<file path="src/rtl/cache_pkg.sv">
// Shared types and constants for the associative data cache.
package cache_pkg;

    typedef enum logic [2:0] {
        IDLE,
        WB,
        FILL,
        FLUSH,
        CNT,
        DONE
    } dcache_state_t;

    localparam logic [31:0] HIT_CNT_ADDR = 32'h0000_3100;

endpackage

</file>
<file path="src/rtl/dcache_plru.sv">
// Tree pseudo-LRU state, one tree of WAYS-1 bits per set.
// Node n has children 2n (bit 0) and 2n+1 (bit 1); each bit points toward the victim side.
module dcache_plru #(
    parameter int SETS = 8,
    parameter int WAYS = 2
) (
    input  logic                    CLK,
    input  logic                    nRST,
    input  logic [$clog2(SETS)-1:0] i_index,
    input  logic                    i_update,
    input  logic [$clog2(WAYS)-1:0] i_hit_way,
    output logic [$clog2(WAYS)-1:0] o_victim
);

    localparam int WAY_W = $clog2(WAYS);

    // Bit 0 of each tree is never a node; it only keeps the node index equal to the bit index.
    logic [WAYS-1:0] r_tree [SETS];
    logic [WAYS-1:0] w_cur;
    logic [WAYS-1:0] w_next;

    assign w_cur = r_tree[i_index];

    always_comb begin
        logic [WAY_W:0] node;
        node = (WAY_W+1)'(1);
        for (int l = 0; l < WAY_W; l++)
            node = {node[WAY_W-1:0], w_cur[node[WAY_W-1:0]]};
        o_victim = node[WAY_W-1:0];
    end

    always_comb begin
        logic [WAY_W:0] node;
        w_next = w_cur;
        node   = (WAY_W+1)'(1);
        for (int l = 0; l < WAY_W; l++) begin
            w_next[node[WAY_W-1:0]] = ~i_hit_way[WAY_W-1-l];
            node = {node[WAY_W-1:0], i_hit_way[WAY_W-1-l]};
        end
    end

    always_ff @(posedge CLK or negedge nRST) begin
        if (!nRST) begin
            for (int s = 0; s < SETS; s++)
                r_tree[s] <= '0;
        end else if (i_update) begin
            r_tree[i_index] <= w_next;
        end
    end

endmodule

</file>
<file path="src/rtl/assoc_dcache.sv">
// N-way set-associative write-back data cache with PLRU replacement,
// multi-word write-back/fill and a halt-triggered flush plus hit-count write.
module assoc_dcache
    import cache_pkg::*;
#(
    parameter int SETS  = 8,
    parameter int WAYS  = 2,
    parameter int WORDS = 2
) (
    input  logic        CLK,
    input  logic        nRST,
    input  logic        i_halt,
    input  logic        i_dmem_ren,
    input  logic        i_dmem_wen,
    input  logic [31:0] i_dmem_addr,
    input  logic [31:0] i_dmem_store,
    output logic        o_dhit,
    output logic [31:0] o_dmem_load,
    output logic        o_flushed,
    output logic        o_dren,
    output logic        o_dwen,
    output logic [31:0] o_daddr,
    output logic [31:0] o_dstore,
    input  logic [31:0] i_dload,
    input  logic        i_dwait
);

    localparam int WOFF_BITS = $clog2(WORDS);
    localparam int WOFF_W    = (WOFF_BITS > 0) ? WOFF_BITS : 1;
    localparam int IDX_W     = $clog2(SETS);
    localparam int WAY_W     = $clog2(WAYS);
    localparam int LINES     = SETS * WAYS;
    localparam int LINE_W    = IDX_W + WAY_W;
    localparam int TAG_W     = 30 - WOFF_BITS - IDX_W;

    function automatic logic [31:0] mk_addr(input logic [TAG_W-1:0]  tag,
                                            input logic [IDX_W-1:0]  idx,
                                            input logic [WOFF_W-1:0] word);
        return (32'(tag) << (2 + WOFF_BITS + IDX_W)) |
               (32'(idx) << (2 + WOFF_BITS)) |
               (32'(word) << 2);
    endfunction

    dcache_state_t r_state;
    dcache_state_t w_state_next;

    // Lines are flattened as {set, way}, which is also the flush scan order.
    logic [LINES-1:0]  r_valid;
    logic [LINES-1:0]  r_dirty;
    logic [TAG_W-1:0]  r_tag  [LINES];
    logic [31:0]       r_data [LINES][WORDS];

    logic [WOFF_W-1:0] r_word;
    logic [LINE_W-1:0] r_line;
    logic [WAY_W-1:0]  r_victim;
    logic              r_missed;
    logic [31:0]       r_hit_cnt;

    logic [WOFF_W-1:0] w_req_word;
    logic [IDX_W-1:0]  w_req_idx;
    logic [TAG_W-1:0]  w_req_tag;
    logic              w_req;
    logic [WAYS-1:0]   w_hit_vec;
    logic [WAYS-1:0]   w_inv_vec;
    logic [WAY_W-1:0]  w_hit_way;
    logic [WAY_W-1:0]  w_inv_way;
    logic [WAY_W-1:0]  w_plru_victim;
    logic [WAY_W-1:0]  w_victim;
    logic [LINE_W-1:0] w_hit_line;
    logic [LINE_W-1:0] w_new_line;
    logic [LINE_W-1:0] w_victim_line;
    logic              w_hit;
    logic              w_dhit;
    logic              w_miss;
    logic              w_word_last;
    logic              w_flush_dirty;
    logic              w_word_xfer;

    assign w_req_word = WOFF_W'((i_dmem_addr >> 2) & 32'(WORDS - 1));
    assign w_req_idx  = IDX_W'(i_dmem_addr >> (2 + WOFF_BITS));
    assign w_req_tag  = TAG_W'(i_dmem_addr >> (2 + WOFF_BITS + IDX_W));
    assign w_req      = i_dmem_ren | i_dmem_wen;

    for (genvar gi = 0; gi < WAYS; gi++) begin : g_way
        logic [LINE_W-1:0] w_line;
        assign w_line        = {w_req_idx, WAY_W'(gi)};
        assign w_hit_vec[gi] = r_valid[w_line] && (r_tag[w_line] == w_req_tag);
        assign w_inv_vec[gi] = !r_valid[w_line];
    end

    // Descending scan leaves the lowest-numbered match selected.
    always_comb begin
        w_hit_way = '0;
        w_inv_way = '0;
        for (int w = WAYS - 1; w >= 0; w--) begin
            if (w_hit_vec[w]) w_hit_way = WAY_W'(w);
            if (w_inv_vec[w]) w_inv_way = WAY_W'(w);
        end
    end

    dcache_plru #(
        .SETS (SETS),
        .WAYS (WAYS)
    ) u_plru (
        .CLK       (CLK),
        .nRST      (nRST),
        .i_index   (w_req_idx),
        .i_update  (w_dhit),
        .i_hit_way (w_hit_way),
        .o_victim  (w_plru_victim)
    );

    assign w_hit         = |w_hit_vec;
    assign w_victim      = (|w_inv_vec) ? w_inv_way : w_plru_victim;
    assign w_hit_line    = {w_req_idx, w_hit_way};
    assign w_new_line    = {w_req_idx, w_victim};
    assign w_victim_line = {w_req_idx, r_victim};
    assign w_dhit        = (r_state == IDLE) && !i_halt && w_req && w_hit;
    assign w_miss        = (r_state == IDLE) && !i_halt && w_req && !w_hit;
    assign w_word_last   = (r_word == WOFF_W'(WORDS - 1));
    assign w_flush_dirty = r_valid[r_line] && r_dirty[r_line];
    assign w_word_xfer   = !i_dwait && ((r_state == WB) || (r_state == FILL) ||
                                        ((r_state == FLUSH) && w_flush_dirty));

    always_ff @(posedge CLK or negedge nRST) begin
        if (!nRST) r_state <= IDLE;
        else       r_state <= w_state_next;
    end

    always_comb begin
        w_state_next = r_state;
        case (r_state)
            IDLE: begin
                if (i_halt)
                    w_state_next = FLUSH;
                else if (w_miss)
                    w_state_next = (r_valid[w_new_line] && r_dirty[w_new_line]) ? WB : FILL;
            end
            WB:    if (w_word_xfer && w_word_last) w_state_next = FILL;
            FILL:  if (w_word_xfer && w_word_last) w_state_next = IDLE;
            FLUSH: begin
                if ((!w_flush_dirty || (w_word_xfer && w_word_last)) &&
                    (r_line == LINE_W'(LINES - 1)))
                    w_state_next = CNT;
            end
            CNT:   if (!i_dwait) w_state_next = DONE;
            DONE:  w_state_next = DONE;
            default: w_state_next = IDLE;
        endcase
    end

    always_comb begin
        o_dhit      = 1'b0;
        o_dmem_load = '0;
        o_flushed   = 1'b0;
        o_dren      = 1'b0;
        o_dwen      = 1'b0;
        o_daddr     = '0;
        o_dstore    = '0;
        case (r_state)
            IDLE: begin
                o_dhit = w_dhit;
                if (w_dhit) o_dmem_load = r_data[w_hit_line][w_req_word];
            end
            WB: begin
                o_dwen   = 1'b1;
                o_daddr  = mk_addr(r_tag[w_victim_line], w_req_idx, r_word);
                o_dstore = r_data[w_victim_line][r_word];
            end
            FILL: begin
                o_dren  = 1'b1;
                o_daddr = mk_addr(w_req_tag, w_req_idx, r_word);
            end
            FLUSH: begin
                if (w_flush_dirty) begin
                    o_dwen   = 1'b1;
                    o_daddr  = mk_addr(r_tag[r_line], r_line[LINE_W-1:WAY_W], r_word);
                    o_dstore = r_data[r_line][r_word];
                end
            end
            CNT: begin
                o_dwen   = 1'b1;
                o_daddr  = HIT_CNT_ADDR;
                o_dstore = r_hit_cnt;
            end
            DONE:    o_flushed = 1'b1;
            default: ;
        endcase
    end

    // A hit that retries a miss is not counted; r_missed remembers the miss.
    always_ff @(posedge CLK or negedge nRST) begin
        if (!nRST) begin
            r_word    <= '0;
            r_line    <= '0;
            r_victim  <= '0;
            r_missed  <= 1'b0;
            r_hit_cnt <= '0;
            r_valid   <= '0;
            r_dirty   <= '0;
        end else begin
            if (w_miss) begin
                r_victim <= w_victim;
                r_missed <= 1'b1;
            end
            if (w_dhit) begin
                r_missed <= 1'b0;
                if (!r_missed) r_hit_cnt <= r_hit_cnt + 32'd1;
                if (i_dmem_wen) r_dirty[w_hit_line] <= 1'b1;
            end
            if (w_word_xfer)
                r_word <= w_word_last ? '0 : r_word + 1'b1;
            case (r_state)
                WB: begin
                    if (w_word_xfer && w_word_last) r_dirty[w_victim_line] <= 1'b0;
                end
                FILL: begin
                    if (w_word_xfer && w_word_last) begin
                        r_valid[w_victim_line] <= 1'b1;
                        r_dirty[w_victim_line] <= 1'b0;
                    end
                end
                FLUSH: begin
                    if (!w_flush_dirty || (w_word_xfer && w_word_last)) begin
                        r_line <= r_line + 1'b1;
                        if (w_flush_dirty) r_dirty[r_line] <= 1'b0;
                    end
                end
                default: ;
            endcase
        end
    end

    always_ff @(posedge CLK) begin
        if (w_dhit && i_dmem_wen)
            r_data[w_hit_line][w_req_word] <= i_dmem_store;
        if ((r_state == FILL) && w_word_xfer) begin
            r_data[w_victim_line][r_word] <= i_dload;
            if (w_word_last) r_tag[w_victim_line] <= w_req_tag;
        end
    end

endmodule

</file>
<file path="config.mk">
export PLATFORM = sky130hd
export DESIGN_NAME = assoc_dcache
export DESIGN_NICKNAME = d
export VERILOG_FILES = /design/src/rtl/cache_pkg.sv /design/src/rtl/dcache_plru.sv /design/src/rtl/assoc_dcache.sv
export SDC_FILE = /design/constraint.sdc
export NUM_CORES = 2
export LEC_CHECK = 0
export CORE_AREA = 2 2 442 444
export CTS_CLUSTER_SIZE = 24
export DETAILED_ROUTE_END_ITERATION = 6
export DIE_AREA = 0 0 444 446
export DONT_BUFFER_PORTS = 1
export GPL_TIMING_DRIVEN = 0
export PLACE_DENSITY = 0.55
export SLEW_MARGIN = 20
export SYNTH_ARGS = -nofsm -noshare
export SYNTH_HDL_FRONTEND = slang
export SYNTH_HIERARCHICAL = 1
export SYNTH_SLANG_ARGS = --single-unit
</file>
<file path="constraint.sdc">
create_clock -name CLK -period 7 [get_ports CLK]
set_input_delay 1.4 -clock CLK [delete_from_list [all_inputs] [get_ports CLK]]
set_output_delay 1.4 -clock CLK [all_outputs]
set_load 0.01 [all_outputs]
</file>
# == Yosys cells after proc, flatten, opt, wreduce, memory -nomap -nowiden ==
# Memory sizes are Yosys's and may differ from the RTL's.
# Index checks and enable logic that the tools add are counted.
# Widths: inputs -> output; s select.
# word_totals
elab_cells,187
mem_bits_ro,0
output_inout_bits,100
latch_bits,0
n_memories,2
ram_bits,1440
inputBits,102
ff_bits,90
# memory_table
memory,depth,width,read_ports,rd_clocked_by_memory_dff,write_ports,line_no,rtl
r_data,16,64,3,0,1,assoc_dcache.sv:51,logic [31:0] r_data [LINES][WORDS];
r_tag,16,26,4,0,1,assoc_dcache.sv:50,logic [TAG_W-1:0] r_tag [LINES];
# op_classes
n_lt_le_gt_ge,15
n_mul,0
bitwise,18
n_reduce_logical,40
n_div,0
addsub,3
eq_ne,13
mux,80
n_shift,0
# ops
op,count
$mux 32,15
$mux 64,4
$pmux 32 s4,1
$or 32x3->32,3
$or 32x6->32,3
$pmux 32 s3,1
$mux 16,5
$demux 32 s1,2
$reduce_or 64->1,1
$eq 26x26->1,2
$add 32x1->32 const B,1
$and 16x16->16,2
$not 16->16,2
$or 16x16->16,2
$pmux 16 s2,1
$lt 4x5->1 const B,6
$mux 1,26
$logic_and 1x1->1,20
$mux 3,6
$pmux 3 s6,1
$bmux 1 s4,4
$bwmux 16,1
$demux 1 s4,3
$ge 4x1->1 const B,3
30 further kinds,54

# == Logic depth before layout (Yosys ltp) ==
# logic_depth
depth_word,16
depth_mapped,19
ltp_nobuf,11

# == Modules after synthesis ==
# The synthesis kept the hierarchy.
# modules_own_cells
mod,area_per_inst_um2,cells_each,seq_area_each_um2,n_inst
assoc_dcache,82372.8,4317,45093.2,1
dcache_plru,473.0,39,200.2,1

# == Worst setup path after synthesis ==
# OpenSTA, ideal clock, no wires.
# synth_timing
path_type,input -> register
from,input i_dmem_addr[4]
to,"memory r_data[13][32] (netlist bit), enable pin"
cell_stages,15
setup_time_ns,0.461
setup_slack_ns,0.124
t_required_ns,6.539
arrival_ns,6.415
path_buffers,5
path_cell_list,buf_2 > buf_4 > buf_4 > buf_1 > mux4_2 > mux2i_1 > xor2_1 > o2111ai_1 > nor4_1 > nand4_1 > a21oi_4 > buf_6 > a31o_2 > nand2_1 > nor3_1
# synth_via
elab_chain_len,9
word_cells_on_any_way,18
cone_classes,2 x eq/ne; 10 x mux; 5 x reduce/logical; 1 x memory
# synth_rtl
element,line_no,rtl
"start, declared",assoc_dcache.sv:15,"input logic [31:0] i_dmem_addr,"
$mem_v2 16x26 or $bmux 1 s3 (tied branches),--,
$eq 26x26->1 or $mux 1 (tied branches),assoc_dcache.sv:87,assign w_hit_vec[gi] = r_valid[w_line] && (r_tag[w_line] == w_req_tag);
$logic_and 1x1->1,assoc_dcache.sv:87,
$reduce_or 2->1 *,assoc_dcache.sv:113,assign w_hit = |w_hit_vec;
$logic_and 1x1->1 *,assoc_dcache.sv:118,assign w_dhit = (r_state == IDLE) && !i_halt && w_req && w_hit;
net w_dhit,assoc_dcache.sv:73,logic w_dhit;
$logic_and 1x1->1 *,assoc_dcache.sv:235,if (w_dhit && i_dmem_wen)
$mux 1 *,assoc_dcache.sv:235,
$mux 64 (implied by the code) *,assoc_dcache.sv:236,r_data[w_hit_line][w_req_word] <= i_dmem_store;
$mux 64 (no source line) *,--,
"end, declared",assoc_dcache.sv:51,
# The timed path passes the listed nets; every way through them passes the cells marked *. The select of a mux whose other input is x is not followed.

# == Worst setup path after layout ==
# layout_timing
from,input i_dmem_addr[3]
to,output o_dmem_load[26]
# layout_via
elab_chain_len,11
word_cells_on_any_way,19
cone_classes,2 x eq/ne; 11 x mux; 4 x reduce/logical; 2 x memory
# layout_rtl
element,line_no,rtl
$mem_v2 16x26 or $bmux 1 s3 (tied branches),--,
$eq 26x26->1 or $mux 1 (tied branches),assoc_dcache.sv:87,
$logic_and 1x1->1,assoc_dcache.sv:87,
$mux 1 (2 in series),assoc_dcache.sv:96,if (w_hit_vec[w]) w_hit_way = WAY_W'(w);
$mem_v2 16x64,--,
$mux 32 (implied by the code) (3 in series),assoc_dcache.sv:163,if (w_dhit) o_dmem_load = r_data[w_hit_line][w_req_word];
$mux 32 *,assoc_dcache.sv:163,
$mux 32 *,assoc_dcache.sv:160,case (r_state)
"end, declared",assoc_dcache.sv:18,"output logic [31:0] o_dmem_load,"
# Every way passes the cells marked *; elsewhere a longest branch is shown, timed or not. The select of a mux whose other input is x is not followed.

==> impl_metrics.ini <==
[run_status]
run_status = finished, violations left
violations = design-rule violations, negative setup slack

[synth]
synth_compound_area_share_pct = 4.17
synth.area.top_cells = edfxtp_1, mux4_2, dfrtp_1, a22oi_1, mux2i_1
synth-main-ff-cell = edfxtp_1
synthCells = 4356
synth.distinct_cells = 72
synth_top_family_by_area = multiplexers
synth_area_per_cell_sq_um = 19.0
synth_edf_count = 1440
synthMuxAreaShare_pct = 35.3
ys_warn_count = 6
yosys.area_share.simple_pct = 2.76
synth-xor-area-share_pct = 0.571
ys_ff_latch = 1522
yosysSeqAreaShare_pct = 54.7
synth-async-reset-ratio_pct = 5.39
yosysTopAreaCell = edfxtp_1
synthDominantCellAreaShare_pct = 52.2
yosys.area_share.adder_pct = 0.0755
synth_area_sq_um = 82800

[setup_path]
end_kind = primary output
max_stage_delay_ns = 0.65
timing_worst_setup_path_type = in -> out
crit_cells = 16
critPathMaxFanout = 11
worstPathRequired_ns = 5.60
worstPathArrival_ns = 5.78
critPathBufInv = 7
worstReg2RegEnd = r_data[13][12]
crit_end = o_dmem_load[26]
reg2reg_from = r_tag[14][3]
cp_slowest_cell = or4b_4
ff2ff_path_depth = 16
worstSetupStartpointType = input pin
crit_family = simple AND/OR/NAND/NOR gates
crit_start = i_dmem_addr[3]
ff2ff_setup_slack_ns = 1.29
worstPathCellList = buf_16 > buf_12 > buf_12 > buf_16 > mux4_2 > mux2i_4 > xnor2_4 > nor4_2 > inv_1 > or4b_4 > nand2_8 > buf_16 > buf_12 > mux4_2 > a22oi_2 > nand4_1

[global_route]
busiest_layer = met2
gr-usage-met3_pct = 13.2
grtUsageMet2_pct = 54.3
grtUsageTotal_pct = 36.5
grt_pass1_vias = 54300
grt_pass1_wl_um = 481000
met1_usage_pct = 46.3
grt_max_degree = 83
antenna_found_initial = 9
grt.overflow.total = 0

[place]
io_buffers = 0
routabilityCongestion = 0.959
hpwlAfterDp_um = 258000
dp_slack_ns = -1.82
dpl_cell_area_sq_um = 89800

[detailed_routing]
vias = 56500
routedWlPerCell_um = 48.7
drcViolationCount = 2
dr.first_iter.drc_count = 10100
antenna_left = 0
drt_wl_total_um = 363000
via_per_inst = 7.57
firstDrtPassIters = 7

[timing]
setup_violations = 27
finalHoldViolations = 0
maxSlewViolCount = 0
finClkSkew_ns = 0.0461
fin_ws_ns = -0.184
min_period_over_period_pct = 103
grt_setup_unrepaired = true
max_slew_margin_pct = 15.7
fmax_mhz = 139
post-route-min-period_ns = 7.18
tightest_slew_ns = 1.27

[final_layout]
postLayoutCellArea_sq_um = 98000
drive_above_1_share_pct = 46.5
fin_nets = 4878
synthToLayoutAreaGrowth_pct = 18.3

[min_path]
hp-class = in -> async

[cts]
cts_tree = done
clk_latency_ns = 0.88
cts.sinks = 1522
cts_buffers = 174
root_buffer = clkbuf_16
ctsHoldBuffers = 0
clkTransAtPathRegs_ns = 0.05
cts_max_level = 4
cts_buffer_depth = 3

[power_and_ir_drop]
p_leak_nw = 31.7
p_per_area_nw_per_um2 = 320
vdd_drop_max_uv = 295

[die]
core_sq_um = 194000
die_w_um = 444
die-height_um = 446
row_count = 162
ios = 202
start_util_pct = 42.8
die-area_sq_um = 198000

[job]
drv_cap = 0
[per-stage QoR]
stage / utilization [%] / setup TNS (ns) / hold WS [ns] / cells / power [mW]
2_1_floorplan: - / 0 / 0.442 / 4357 / 17.5
3_3_place_gp: 44.4 / -6178.98 / 0.479 / 6899 / 21.6
3_5_place_dp: 46.4 / -709.43 / 0.483 / 7067 / 21.9
4_1_cts: 50.3 / -0.0170 / 0.207 / 7440 / 31.1
5_1_grt: 50.6 / -1.30 / 0.213 / 7460 / 31.9
6_report: 50.6 / -1.43 / 0.233 / 7462 / 31.4
[cells in the mapped netlist, types with 9 or more instances]
master and instances:
inv_1 56, buf_2 63, a221o_1 32, a22o_1 31, buf_6 13, nor2b_1 12
xor2_1 35, nor2_1 119, dfrtp_1 82, nand2_1 63, and3_1 28, mux2_2 81
buf_1 85, o21ai_0 54, edfxtp_1 1440, a31oi_1 14, o22ai_1 31, nand3_1 27
xnor2_1 19, mux2i_1 130, clkbuf_1 215, nor4_1 13, nand4_1 47, a21oi_1 41
buf_4 27, or2_2 21, a22oi_1 218, nor3_1 28, mux4_2 1199, or3_1 9
[registers in the layout (all words and copies together) (netlist names)]
name / count
r_dirty: 16
r_state: 3
r_data: 1024
r_missed: 1
u_plru/r_tree: 8
r_line: 4
r_victim: 1
r_valid: 16
r_word: 1
r_tag: 416
r_hit_cnt: 32
[metal layers]
layer  up-vias  share of wire, %
li1      20200                 -
met1     30200                35
met2      5044                45
met3      1122                14
met4        14               6.9
met5         -             0.023
[how the worst min path moves through the flow]
stage             startpoint                 to  slack, ns  cells past startpoint
6_report                nRST   u_plru/r_tree[3]       0.23                      0
5_1_grt                 nRST  u_plru/r_tree[13]       0.21                      0
4_1_cts                 nRST   u_plru/r_tree[3]       0.21                      0
3_5_place_dp   r_hit_cnt[27]      r_hit_cnt[27]       0.48                      1
3_3_place_gp   r_hit_cnt[27]      r_hit_cnt[27]       0.48                      1
2_1_floorplan  r_hit_cnt[31]      r_hit_cnt[31]       0.44                      1
[worst register-to-register path, cell delays in order (launching register included)]
cell      delay, ns
edfxtp_1       0.41
mux4_2         0.48
mux2i_1        0.28
xor2_2         0.37
nand4_1        0.22
and4b_1        0.30
or4b_4         0.57
a21oi_4        0.33
buf_12         0.15
buf_4          0.24
a31o_2         0.24
nand2_1        0.22
nor3_2         0.65
buf_6          0.26
buf_4          0.23
buf_4          0.24
buf_4          0.22
[what timing repair did]
| item | 4_1_cts | 5_1_grt |
|---|---|---|
| pin swaps | 29 | 37 |
| endpoints found under the setup margin | 250 | 51 |
| hold endpoints to repair | 0 | 0 |
| resized for setup | 394 | 81 |
| setup buffers | 49 | 18 |
| gates cloned | 5 | 2 |
[layout by cell type, fill, tap and decap left out, drive strengths merged, types with 22 or more instances in the layout]
cell type  instances
nand2             65
o21ai             54
buf              415
nor2             119
and3              28
edfxtp          1440
a221o             32
nand3             29
mux4            1201
clkbuf           429
mux2i            130
nor3              28
inv               64
clkinv            79
o22ai             31
a21oi             42
dfrtp             82
or2               22
a22o              31
mux2              81
a22oi            218
xor2              35
nand4             47
[power breakdown]
group | leakage, nW | switching, mW | total (mW) | internal [mW]
Sequential | 14.0 | 0.104 | 10.5 | 10.4
Combinational | 14.9 | 6.83 | 11.6 | 4.78
Clock | 2.76 | 4.02 | 9.28 | 5.26
[final cells by class]
| class | instances | area (sq um) |
|---|---|---|
| buffer | 399 | 3140 |
| inverter | 57 | 219 |
| timing repair buffer | 241 | 4050 |
| clock inverter | 107 | 1030 |
| antenna | 3 | 7.51 |
| tap | 2542 | 3180 |
| sequential | 1522 | 45300 |
| clock buffer | 215 | 4590 |
| fill | 15400 | 95600 |
| multi-input combinational | 2376 | 36500 |
[cells by family (layout without fill, tap and decap cells)]
group	count (synthesis)	after routing
other cells	1	5
mux	1412	1412
compound gates	474	474
buf+inv	460	1019
simple gates	428	429
xor+xnor	54	54
flops	1522	1522
fa+ha+maj	5	5
(Power assumes the default switching activity.)
